<file path="src/rtl/reverse_double_dabble_if.sv">
// rtl/reverse_double_dabble_if.sv - request/result bundle for the BCD-to-binary converter
interface reverse_double_dabble_if #(
    parameter int DIGITS = 3,
    parameter int BIN_W  = 10
);
    logic [4*DIGITS-1:0] i_BCD;
    logic                start;
    logic [BIN_W-1:0]    o_Binary;
    logic                o_DV;
    logic                o_busy;
    logic                o_err;

    modport master (
        output i_BCD, start,
        input  o_Binary, o_DV, o_busy, o_err
    );

    modport slave (
        input  i_BCD, start,
        output o_Binary, o_DV, o_busy, o_err
    );
endinterface

</file>
<file path="src/rtl/reverse_double_dabble.sv">
// rtl/reverse_double_dabble.sv - sequential packed-BCD to binary converter (reverse double dabble)
module reverse_double_dabble #(
    parameter int DIGITS = 3,
    parameter int BIN_W  = 10
) (
    input  logic                     clk,
    input  logic                     rst,
    reverse_double_dabble_if.slave   bus
);
    localparam int BCD_W = 4 * DIGITS;
    localparam int CNT_W = $clog2(BIN_W + 1);

    typedef enum logic [1:0] {IDLE, SHIFT, ADJUST, DONE} state_t;

    state_t             state;
    logic [BCD_W-1:0]   bcd;
    logic [BIN_W-1:0]   bin;
    logic [CNT_W-1:0]   count;
    logic               err_lat;

    function automatic logic has_invalid(input logic [BCD_W-1:0] v);
        logic r;
        r = 1'b0;
        for (int i = 0; i < DIGITS; i++) begin
            if (v[4*i +: 4] > 4'd9) r = 1'b1;
        end
        return r;
    endfunction

    // A digit >= 8 after the shift carries the halved 10 from the digit above; -3 turns +8 into +5.
    function automatic logic [BCD_W-1:0] adjust_digits(input logic [BCD_W-1:0] v);
        logic [BCD_W-1:0] r;
        r = v;
        for (int i = 0; i < DIGITS; i++) begin
            if (v[4*i +: 4] >= 4'd8) r[4*i +: 4] = v[4*i +: 4] - 4'd3;
        end
        return r;
    endfunction

    always_ff @(posedge clk or posedge rst) begin
        if (rst) begin
            state        <= IDLE;
            bcd          <= '0;
            bin          <= '0;
            count        <= '0;
            err_lat      <= 1'b0;
            bus.o_Binary <= '0;
            bus.o_DV     <= 1'b0;
            bus.o_busy   <= 1'b0;
            bus.o_err    <= 1'b0;
        end else begin
            case (state)
                IDLE: begin
                    bus.o_DV <= 1'b0;
                    if (bus.start) begin
                        bcd        <= bus.i_BCD;
                        bin        <= '0;
                        count      <= '0;
                        err_lat    <= has_invalid(bus.i_BCD);
                        bus.o_err  <= 1'b0;
                        bus.o_busy <= 1'b1;
                        state      <= SHIFT;
                    end
                end
                SHIFT: begin
                    {bcd, bin} <= {1'b0, bcd, bin[BIN_W-1:1]};
                    count      <= count + CNT_W'(1);
                    state      <= ADJUST;
                end
                ADJUST: begin
                    bcd   <= adjust_digits(bcd);
                    state <= (count == CNT_W'(BIN_W)) ? DONE : SHIFT;
                end
                DONE: begin
                    bus.o_Binary <= err_lat ? '0 : bin;
                    bus.o_err    <= err_lat;
                    bus.o_DV     <= 1'b1;
                    bus.o_busy   <= 1'b0;
                    state        <= IDLE;
                end
                default: state <= IDLE;
            endcase
        end
    end

    // With a wide enough BIN_W every decimal weight has been drained into bin.
    a_bcd_drained: assert property (@(posedge clk) disable iff (rst)
        (state == DONE && !err_lat) |-> (bcd == '0));

endmodule

</file>
<file path="src/flat_wrapper.sv">
// flat-port wrapper written by rule: the top's interface ports become plain ports
module reverse_double_dabble_flat 
#(
    parameter int DIGITS = 3,
    parameter int BIN_W  = 10
)
  (clk, rst, bus_i_BCD, bus_start, bus_o_Binary, bus_o_DV, bus_o_busy, bus_o_err);
  reverse_double_dabble_if #(.DIGITS(DIGITS), .BIN_W(BIN_W)) bus_i ();
  input  logic clk;
  input  logic rst;
  input wire logic [$bits(bus_i.i_BCD)-1:0] bus_i_BCD;
  input wire logic [$bits(bus_i.start)-1:0] bus_start;
  output wire logic [$bits(bus_i.o_Binary)-1:0] bus_o_Binary;
  output wire logic [$bits(bus_i.o_DV)-1:0] bus_o_DV;
  output wire logic [$bits(bus_i.o_busy)-1:0] bus_o_busy;
  output wire logic [$bits(bus_i.o_err)-1:0] bus_o_err;
  assign bus_i.i_BCD = bus_i_BCD;
  assign bus_i.start = bus_start;
  assign bus_o_Binary = bus_i.o_Binary;
  assign bus_o_DV = bus_i.o_DV;
  assign bus_o_busy = bus_i.o_busy;
  assign bus_o_err = bus_i.o_err;
  reverse_double_dabble #(.DIGITS(DIGITS), .BIN_W(BIN_W)) u_core (.clk(clk), .rst(rst), .bus(bus_i));
endmodule
</file>
<file path="config.mk">
export PLATFORM = sky130hd
export DESIGN_NAME = reverse_double_dabble_flat
export DESIGN_NICKNAME = d
export VERILOG_FILES = /design/src/rtl/reverse_double_dabble_if.sv /design/src/rtl/reverse_double_dabble.sv /design/src/flat_wrapper.sv
export SDC_FILE = /design/constraint.sdc
export NUM_CORES = 1
export LEC_CHECK = 0
export CAP_MARGIN = 10
export CORE_UTILIZATION = 50
export CTS_CLUSTER_DIAMETER = 50
export DETAILED_ROUTE_END_ITERATION = 10
export PLACE_DENSITY_LB_ADDON = 0.12
export SYNTH_ARGS = -nofsm -noshare
export SYNTH_HDL_FRONTEND = slang
export SYNTH_SLANG_ARGS = --single-unit
</file>
<file path="constraint.sdc">
create_clock -name clk -period 2 [get_ports clk]
set_input_delay 0.5 -clock clk [delete_from_list [all_inputs] [get_ports clk]]
set_output_delay 0.5 -clock clk [all_outputs]
set_load 0.03 [all_outputs]
</file>
# ---- After elaboration in Yosys (flattened, before gate mapping)
# Index checks and enable logic that the tools add are counted.
dict set report word_totals {
  reg_bits 42
  wordCells 60
  out_inout_bits 13
  in_bits 15
}
dict set report op_classes {
  n_eq_ne 8
  n_reduce_logical 10
  muxes 21
  magnitude_cmp 6
  add_sub_neg 4
}
# operator n
set ops {}
lappend ops {{$pmux W12 S3} 1}
lappend ops {{$mux W10} 2}
lappend ops {{$pmux W10 S2} 1}
lappend ops {{$mux W4} 4}
lappend ops {{$ge A4 B4 Y1 const B} 3}
lappend ops {{$gt A4 B4 Y1 const B} 3}
lappend ops {{$mux W12} 1}
lappend ops {{$sub A4 B2 Y4 const B} 3}
lappend ops {{$reduce_and A3 Y1} 3}
lappend ops {{$pmux W2 S4} 1}
lappend ops {{$pmux W4 S2} 1}
lappend ops {{$ne A2 B1 Y1 const B} 3}
lappend ops {{$pmux W1 S2} 3}
lappend ops {{$reduce_and A2 Y1} 3}
lappend ops {{$mux W1} 5}
lappend ops {{$add A4 B1 Y4 const B} 1}
lappend ops {{$eq A2 B2 Y1 const B} 2}
lappend ops {{$eq A4 B4 Y1 const B} 1}
lappend ops {{$mux W2} 2}
lappend ops {{$reduce_bool A2 Y1} 2}
lappend ops {{$reduce_bool A3 Y1} 1}
lappend ops {{$eq A2 B1 Y1 const B} 1}
lappend ops {{$logic_not A2 Y1} 1}
lappend ops {{$ne A2 B2 Y1 const B} 1}

# ---- Depth between registers and ports, before layout
# Gate-level depths: netlist (run 1).
dict set report logic_depth {
  word_depth 4
  depth_mapped 8
  mapped_depth_nobuf 6
}

# ---- Worst setup path after synthesis (run 1)
# No wires, ideal clock.
dict set report synth_timing {
  path_kind {flip-flop to flip-flop}
  from {reg u_core.state[0]}
  to {reg u_core.bcd[10]}
  required_time_ns 1.872
  period_less_slack_ns 1.772
  setup_slack_ns 0.228
  path_buffers 1
  setup_time_ns 0.128
  arrival_ns 1.644
  stages_incl_launch_ff 8
  path_cell_list {dfrtp_1 -> inv_1 -> ha_1 -> buf_6 -> nor2b_4 -> or2_4 -> a21oi_4 -> mux2_1}
}
dict set report synth_between {
  elab_chain_cells 3
  elab_cells_between_ends 8
  cone_classes {eq/ne (4); mux (1); reduce/logical (3)}
}
# item line_no
set synth_lines {}
lappend synth_lines {{from (decl)} reverse_double_dabble.sv:15} ;# state_t state;
lappend synth_lines {{from (signal assigned)} reverse_double_dabble.sv:72} ;# state <= (count == CNT_W'(BIN_W)) ? DONE : SHIFT;
lappend synth_lines {{$eq A2 B2 Y1, or another cell as far along} reverse_double_dabble.sv:52} ;# case (state)
lappend synth_lines {{$ne A2 B1 Y1 (no line), or another cell as far along} --}
lappend synth_lines {{$reduce_and A3 Y1 (no line)} --}
lappend synth_lines {{to (signal assigned)} reverse_double_dabble.sv:56} ;# bcd <= bus.i_BCD;
lappend synth_lines {{to (signal assigned)} reverse_double_dabble.sv:66} ;# {bcd, bin} <= {1'b0, bcd, bin[BIN_W-1:1]};
lappend synth_lines {{to (signal assigned)} reverse_double_dabble.sv:71} ;# bcd <= adjust_digits(bcd);
lappend synth_lines {{to (decl)} reverse_double_dabble.sv:16} ;# logic [BCD_W-1:0] bcd;
# Parallel ways exist; a longest one is shown, timed or not.
# A chain may end at the register's enable or synchronous reset.

# ---- Final worst setup path (run 1)
dict set report layout_timing {
  from {reg u_core.bus.o_busy}
  to {out bus_o_busy}
}
# item line_no
set layout_lines {}
lappend layout_lines {{from (decl)} reverse_double_dabble_if.sv:20} ;# output o_Binary, o_DV, o_busy, o_err
lappend layout_lines {{from (signal assigned)} reverse_double_dabble.sv:49} ;# bus.o_busy <= 1'b0;
lappend layout_lines {{from (signal assigned)} reverse_double_dabble.sv:61} ;# bus.o_busy <= 1'b1;
lappend layout_lines {{from (signal assigned)} reverse_double_dabble.sv:78} ;# bus.o_busy <= 1'b0;
lappend layout_lines {{to (decl)} flat_wrapper.sv:15} ;# output wire logic [$bits(bus_i.o_busy)-1:0] bus_o_busy;
# No word-level cell between the ends.

==> results of run 1 <==
cell type report:
type                       count  share of cell area
sequential                    42              0.3883
multi-input combinational    151              0.3717
timing repair buffer          43              0.1489
inverter                      24             0.03329
clock buffer                   5             0.02543
tap                           50             0.02312
clock inverter                 3            0.009246
per-stage QoR:
step                instance area [um^2]  power [mW]  utilization
finish                              2706       4.650       0.6576
global route                        2706       5.031       0.6576
CTS                                 2706       4.688       0.6576
detailed placement                  2613       4.105       0.6348
global placement                    2613       4.060       0.6348
floorplan                           2211       3.298            -
worst reg2reg max path: stages (launching register included):
cell	delay (ps)
dfrtp_1	400
inv_1	100
ha_1	310
nor2b_4	180
or2_4	280
a21oi_4	150
mux2_1	340
layer usage:
layer	GRT usage	vias up
li1	-	858
met1	0.2827	790
met2	0.3174	19
met3	0.04605	9
met4	0.08073	0
met5	0	-
synth_stat cells (2+ instances only):
| library cell | number |
|---|---|
| a21oi_4 | 2 |
| inv_1 | 24 |
| mux2_2 | 2 |
| a22oi_1 | 6 |
| dfrtp_1 | 42 |
| o21ai_0 | 20 |
| buf_2 | 6 |
| nor3_2 | 2 |
| o211ai_1 | 3 |
| a21o_1 | 2 |
| nor2_1 | 13 |
| xnor2_1 | 2 |
| mux2_1 | 5 |
| a22o_1 | 12 |
| nor2b_1 | 3 |
| ha_1 | 12 |
| mux2i_1 | 3 |
| a21oi_1 | 11 |
| o22ai_1 | 7 |
| nand2_1 | 30 |
| clkbuf_1 | 5 |
| nand3_1 | 4 |
| a31oi_1 | 5 |
power groups by stage:
stage / Sequential, mW / Combinational (mW) / Clock [mW]
6_report: 1.53 / 2.56 / 0.567
5_1_grt: 1.59 / 2.83 / 0.611
4_1_cts: 1.53 / 2.58 / 0.580
3_5_place_dp: 1.54 / 2.56 / 0
3_3_place_gp: 1.53 / 2.53 / 0
2_1_floorplan: 1.64 / 1.65 / 0
logic make-up (layout without fill, tap and decap cells):
group	count (synthesis)	in the layout
muxes	10	10
buffers and inverters	37	75
adders and majority gates	12	12
xor gates and xnor gates	2	2
DFF	42	42
and+or+nand+nor	58	58
AOI/OAI and AO/OA	69	69
sequential cells by signal, summed over array words and instances (netlist names):
signal               cells
u_core.state             2
u_core.bcd              12
u_core.bus.o_DV          1
u_core.err_lat           1
u_core.bus.o_busy        1
u_core.bin              10
u_core.count             4
u_core.bus.o_Binary     10
u_core.bus.o_err         1
worst min path at each step:
stage | to | slack, ps | depth (start not counted)
3_5_place_dp | u_core.bus.o_DV | 490 | 1
3_3_place_gp | u_core.bus.o_DV | 490 | 1
5_1_grt | u_core.bus.o_DV | 530 | 1
4_1_cts | u_core.bus.o_DV | 510 | 1
6_report | u_core.bus.o_err | 510 | 1
2_1_floorplan | u_core.bin[0] | 470 | 1
==> flow_summary.toml, run 1 <==
[run_status]
status = "finished clean"

[synth]
synthMuxAreaShare = 0.04924
synth-seq-area-share = 0.4754
synth_xor_area_frac = 0.007923
ys_ff_latch = 42
yosys.area.top_type = "dfrtp_1"
synth_compound_area_frac = 0.2083
synth-edff-count = 0
synth_cell_types = 32
ys.flop_type = "dfrtp_1"
async_flop_share = 1.000
synth_area_per_cell_um2 = 9.612
synth.area.top_cells = "dfrtp_1 (48%), ha_1 (6.8%), nand2_1 (5.1%)"
ys_warn_count = 0
yosysTopAreaCellShare = 0.4754
syn_nets = 257
netlist_area_um2 = 2211
synth_simple_gate_area_frac = 0.1217
synth_top_family_by_area = "compound AO/OA/AOI/OAI gates"
synth_fa_ha_area_frac = 0.06791
postSynthCellCount = 230

[global_routing]
antenna_found_initial = 0
grt_pass1_wl_um = 6975
grt_start_max_net_pins = 43
grt_pass1_vias = 1534
track_usage = 0.2064
grt-ovfl-total = 0

[power_and_ir_drop]
max-vdd-ir-drop_mv = 1.211
p_int_mw = 2.627
clkPwrFrac = 0.122
p_sw_frac = 0.4350
cellPowerDensity_nw_per_um2 = 1718
seq_power_share = 0.328
combPwrFrac = 0.550
p_leak_nw = 1.235
switching_power_mw = 2.023

[sta]
fin_crit_ps = 1883
rsz0062_at_grt = "no"
hold_viol = 0
tns_ps = 0
slew_headroom = 0.7417
setup_ws_ps = 117.1
worst_pin_slew_ps = 387.4
fmax_mhz = 531.1
setup_viol = 0
skew_ps = 6.366
fin_hold_ws_ps = 508.2
final_max_slew_viol_count = 0
period_share = 0.9415

[floorplan]
dieHeight_um = 68.50
rows = 23
dieWidth_um = 68.50
ios = 28
die_area_um2 = 4692
start_util = 0.5372
coreArea_um2 = 4115

[layout]
final_cells = 318
multi_input_area_um2 = 1006
area.sequential_um2 = 1051
drive_above_1_share = 0.1194
n_antenna_cell = 0
final_cell_mix = "dfrtp_1 (42), nand2_1 (30), clkdlybuf4s50_1 (27)"
fillers = 351
nets = 294
final_common_cell = "dfrtp_1"
syn2layout_area_growth_pct = 22.41

[setup_path]
startpoint = "u_core.bus.o_busy"
crit_fanout = 3
crit_chain = "clkdlybuf4s50_1"
rr_worst_depth = 6
arrival_ps = 1380
end_kind = "output pin"
r2r_setup_slack_ps = 120
criticalPathCategory = "reg -> out"
crit_buf_inv = 1
crit_family = "buffers and inverters"
slowest_stage = "clkdlybuf4s50_1"
r2r-start = "u_core.state[0]"
required_ps = 1500
r2r-end = "u_core.bcd[6]"
critPathCapture = "bus_o_busy"
worstSetupPathDepth = 1
worstSetupStartpointType = "flip-flop"
max_stage_delay_ps = 680

[clock_tree]
post_cts_buffers = 0
cts-resized-gates = 0
cts.sinks = 42
clockRootBuffer = "clkbuf_8"
cts_tree = "done"
cts-htree-levels = 2
cts_hold_buf = 0
cts_buffer_depth = 2
numCtsBuffers = 5
clkSlewWorstSetupHoldPaths_ps = 90
clk_latency_ps = 300

[detailed_routing]
top_layer = "met4"
drtAntennaViolNets = 0
wl_um = 4255
drc = 0
viasPerCell = 5.270
vias = 1676
firstDrtPassIters = 4
wl_met2_um = 1954
wl_met1_um = 2118
drt_iter0_drc = 83
wl_met3_um = 99
routedWlPerCell_um = 13.38

[placed_design]
hpwl_um = 2944
place.gp.congestion = 0.7622
portBuffers = 27
dpl.cell_count = 310
dp_slack_ps = -8.630

[flow_run]
drv_cap = 0

[hold_path]
hp-class = "reg -> reg"
min-delay-start = "u_core.bus.o_err"
(Power assumes the default switching activity.)
==> run 2: changes to the inputs <==
- CORE_ASPECT_RATIO: default -> 1.4
==> run 2 against run 1 <==
  * Via count rose by 0.18%
  * Die area barely moved
  * Non-clock buffer count fell by 3
  * Combinational power barely moved
  * Total power barely moved
  * Highest routed layer unchanged
  * Cell count rose by 2.2%
  * Register-to-register slack barely moved
  * Core utilization fell by 1.8 points
  * Critical path type is now reg -> reg
==> flow_summary.toml, run 2 (same netlist as run 1, synthesis figures left out) <==
[clock_tree]
clockRootBuffer = "clkbuf_8"
numCtsBuffers = 5
cts.sinks = 42
cts_hold_buf = 0
cts-resized-gates = 0
clkSlewWorstSetupHoldPaths_ps = 80
clk_latency_ps = 290
cts_buffer_depth = 2
cts-htree-levels = 2
cts_tree = "done"
post_cts_buffers = 0

[floorplan]
start_util = 0.5215
rows = 28
die_area_um2 = 4696
dieHeight_um = 80.68
coreArea_um2 = 4239
ios = 28
dieWidth_um = 58.20

[layout]
n_antenna_cell = 0
final_cells = 325
syn2layout_area_growth_pct = 22.58
final_cell_mix = "dfrtp_1 (42), nand2_1 (30), clkdlybuf4s50_1 (27)"
nets = 291
final_core_util = 0.6393
regMostFlops = "u_core.bcd"
fillers = 382
final_area_um2 = 2710
largestRegisters = "u_core.bcd: 12 flops, u_core.bin: 10 flops, u_core.bus.o_Binary: 10 flops"
final_common_cell = "dfrtp_1"
largest_reg_flops = 12
drive_above_1_share = 0.1094

[setup_path]
crit_fanout = 8
end_kind = "flip-flop"
criticalPathCategory = "reg -> reg"
max_stage_delay_ps = 410
crit_buf_inv = 1
arrival_ps = 2050
slowest_stage = "dfrtp_1"
crit_chain = "inv_1 -> ha_1 -> nor2b_4 -> or2_4 -> a21oi_4 -> mux2_1"
required_ps = 2180
crit_family = "simple AND/OR/NAND/NOR gates"
worstSetupStartpointType = "flip-flop"

[power_and_ir_drop]
max-vdd-ir-drop_mv = 0.9639
p_leak_nw = 1.227
cellPowerDensity_nw_per_um2 = 1717

[detailed_routing]
wl_met1_um = 1945
drt_iter0_drc = 62
vias = 1679
wl_um = 4121
viasPerCell = 5.166
routedWlPerCell_um = 12.68
drc = 0
wl_met2_um = 2030
wl_met3_um = 109
firstDrtPassIters = 4
drtAntennaViolNets = 0
top_layer = "met4"

[sta]
skew_ps = 5.113
setup_viol = 0
hold_viol = 0
worst_pin_slew_ps = 356.8
period_share = 0.9367
final_max_slew_viol_count = 0
fmax_mhz = 533.8
slew_headroom = 0.7621
fin_hold_ws_ps = 516.2
fin_crit_ps = 1873
rsz0062_at_grt = "no"
setup_ws_ps = 126.7

[flow_run]
drv_cap = 0

[global_routing]
grt_start_max_net_pins = 43
grt-ovfl-total = 0
grt_pass1_vias = 1581
track_usage = 0.1982
antenna_found_initial = 0
grt_pass1_wl_um = 7107

[run_status]
status = "finished clean"

[hold_path]
hp-class = "reg -> reg"

[placed_design]
place_area_um2 = 2615
hpwl_um = 2980
dpl.cell_count = 317
place.gp.congestion = 0.7794
dp_slack_ps = -84.38
portBuffers = 27
run 2: cell type report:
class                           instances  area (um^2)  area share
Clock buffer                            6        82.58     0.03047
Clock inverter                          2        12.51    0.004617
Inverter                               24        90.09     0.03324
Multi-Input combinational cell        151         1006      0.3712
Sequential cell                        42         1051      0.3878
Tap cell                               60        75.07     0.02770
Timing Repair Buffer                   40        392.9      0.1450
run 2: worst paths after layout:
kind | cells past startpoint | endpoint | slack, ps | from
max | 6 | u_core.bcd[4] | 130 | u_core.state[0]
min | 1 | u_core.bus.o_DV | 520 | u_core.bus.o_DV
max reg2reg | 6 | u_core.bcd[4] | 130 | u_core.state[0]
min reg2reg | 1 | u_core.bus.o_DV | 520 | u_core.bus.o_DV
max in group asynchronous | 3 | u_core.count[1] | 1220 | rst
min in group asynchronous | 3 | u_core.bcd[11] | 570 | rst
run 2: worst register-to-register path, delay by kind of cell, from the launching register on:
kind            cells  cell delay (ps)
mux                 1              330
fa+ha+maj           1              310
simple gates        2              470
compound gates      1              150
flops               1              410
buf+inv             1              100
run 2: power breakdown:
group	internal, mW	switching (mW)
clock network	0.278	0.290
registers	1.20	0.330
logic	1.19	1.36
run 2: layer usage:
layer | GRT usage | up-vias
li1 | - | 851
met4 | 0.07143 | 0
met3 | 0.04348 | 5
met1 | 0.2500 | 790
met2 | 0.3299 | 33
met5 | 0 | -
run 2: metrics by stage:
step / TNS, ps / total power, mW
after floorplan: 0 / 3.298
after detailed placement: -337.9 / 4.115
after CTS: 0 / 4.697
final: 0 / 4.654
after global placement: -241.5 / 4.068
after global routing: 0 / 5.071
==> run 3: changes to the inputs <==
- MAX_ROUTING_LAYER: default -> met4
- PLACE_DENSITY: default -> 0.84
- PLACE_DENSITY_LB_ADDON: 0.12 -> default
==> run 3 against run 2 <==
  * Critical path depth down 5
  * Cell count grew 0.62%
  * Total power grew 3.6%
  * Global-route usage increased by 2.0 points
  * Clock skew increased by 3.3 ps
  * Routed wire length up 4.1%
  * Hold slack got worse by 9.4 ps
  * Maximum frequency fell by 0.15%
  * Sequential cell count did not move
  * First-iteration DRC count rose by 21%
  * Highest routed layer unchanged
==> flow_summary.toml, run 3 (same netlist as run 1, synthesis figures left out) <==
[run_status]
status = "finished clean"

[setup_path]
critPathCapture = "bus_o_busy"
slowest_stage = "clkdlybuf4s50_1"
worstSetupPathDepth = 1
startpoint = "u_core.bus.o_busy"
r2r-start = "u_core.state[1]"
crit_chain = "clkdlybuf4s50_1"
r2r_setup_slack_ps = 180
worstSetupStartpointType = "flip-flop"
end_kind = "output pin"
crit_buf_inv = 1
crit_fanout = 3
crit_family = "buffers and inverters"
arrival_ps = 1380
r2r-end = "u_core.bcd[6]"
required_ps = 1500
criticalPathCategory = "reg -> out"
max_stage_delay_ps = 680
rr_worst_depth = 6

[power_and_ir_drop]
clkPwrFrac = 0.137
combPwrFrac = 0.544
p_int_mw = 2.783
cellPowerDensity_nw_per_um2 = 1759
p_leak_nw = 1.241
switching_power_mw = 2.036
p_sw_frac = 0.4225
seq_power_share = 0.318
p_total_mw = 4.820
max-vdd-ir-drop_mv = 0.7207

[floorplan]
start_util = 0.5215
coreArea_um2 = 4239
die_area_um2 = 4696
ios = 28
rows = 28
dieHeight_um = 80.68
dieWidth_um = 58.20

[layout]
drive_above_1_share = 0.1124
nets = 293
n_antenna_cell = 0
final_core_util = 0.6464
final_common_cell = "dfrtp_1"
final_area_um2 = 2740
largest_reg_flops = 12
largestRegisters = "u_core.bcd: 12 flops, u_core.bin: 10 flops, u_core.bus.o_Binary: 10 flops"
final_cell_mix = "dfrtp_1 (42), nand2_1 (30), clkdlybuf4s50_1 (27)"
regMostFlops = "u_core.bcd"
syn2layout_area_growth_pct = 23.94

[sta]
rsz0062_at_grt = "no"
fin_crit_ps = 1876
fmax_mhz = 533.0
hold_viol = 0
worst_pin_slew_ps = 351.6
tns_ps = 0
setup_ws_ps = 123.9
final_max_slew_viol_count = 0
slew_headroom = 0.7656
setup_viol = 0
period_share = 0.9381
skew_ps = 8.440

[detailed_routing]
drtAntennaViolNets = 0
routedWlPerCell_um = 13.12
vias = 1736
viasPerCell = 5.309
firstDrtPassIters = 4
wl_um = 4289
drt_iter0_drc = 75
drc = 0

[global_routing]
grt_start_max_net_pins = 43
track_usage = 0.2186
antenna_found_initial = 0
grt_pass1_wl_um = 7507
grt-ovfl-total = 0
grt_pass1_vias = 1703

[clock_tree]
cts_hold_buf = 0
cts-htree-levels = 2
clockRootBuffer = "clkbuf_8"
cts_buffer_depth = 2
clkSlewWorstSetupHoldPaths_ps = 80
cts.sinks = 42
cts_tree = "done"
post_cts_buffers = 0
numCtsBuffers = 5
cts-resized-gates = 0
clk_latency_ps = 300

[placed_design]
dp_slack_ps = -40.17
hpwl_um = 3065
portBuffers = 27
place.gp.congestion = 0.8751
place_area_um2 = 2630

[hold_path]
hp-class = "reg -> reg"

[flow_run]
drv_cap = 0
==> run 3: worst min-delay path by stage <==
stage                       start                     end  cells past startpoint
floorplan           u_core.bin[0]           u_core.bin[0]                      1
global placement    u_core.bin[0]           u_core.bin[0]                      1
detailed placement  u_core.bin[0]           u_core.bin[0]                      1
CTS                 u_core.bin[9]  u_core.bus.o_Binary[9]                      2
global route        u_core.bin[0]           u_core.bin[0]                      1
finish              u_core.bin[9]  u_core.bus.o_Binary[9]                      2
==> run 3: stage by stage <==
stage	instances	hold WS [ps]
finish	327	506.7
global route	327	541.8
CTS	327	516.9
detailed placement	319	489.8
global placement	319	490.5
floorplan	230	466.2
==> run 3: layer usage <==
layer | share of wire | vias up | track usage
li1 | - | 858 | -
met1 | 0.41 | 832 | 0.2391
met2 | 0.54 | 37 | 0.3805
met3 | 0.029 | 9 | 0.03704
met4 | 0.021 | 0 | 0.1048
met5 | 0 | - | -
==> run 3: final cells by class <==
cell class                 instances  area (um^2)
clock inverter                     2        37.54
tap                               60        75.07
multi-input combinational        151         1006
sequential                        42         1051
inverter                          24        90.09
timing repair buffer              42        407.9
fill                             325         1499
clock buffer                       6        72.57
==> run 3: power by group through the flow <==
stage / logic, mW / registers, mW / clock network (mW)
finish: 2.62 / 1.53 / 0.663
global route: 2.91 / 1.59 / 0.725
CTS: 2.65 / 1.53 / 0.679
detailed placement: 2.62 / 1.54 / 0
global placement: 2.54 / 1.53 / 0
floorplan: 1.65 / 1.64 / 0
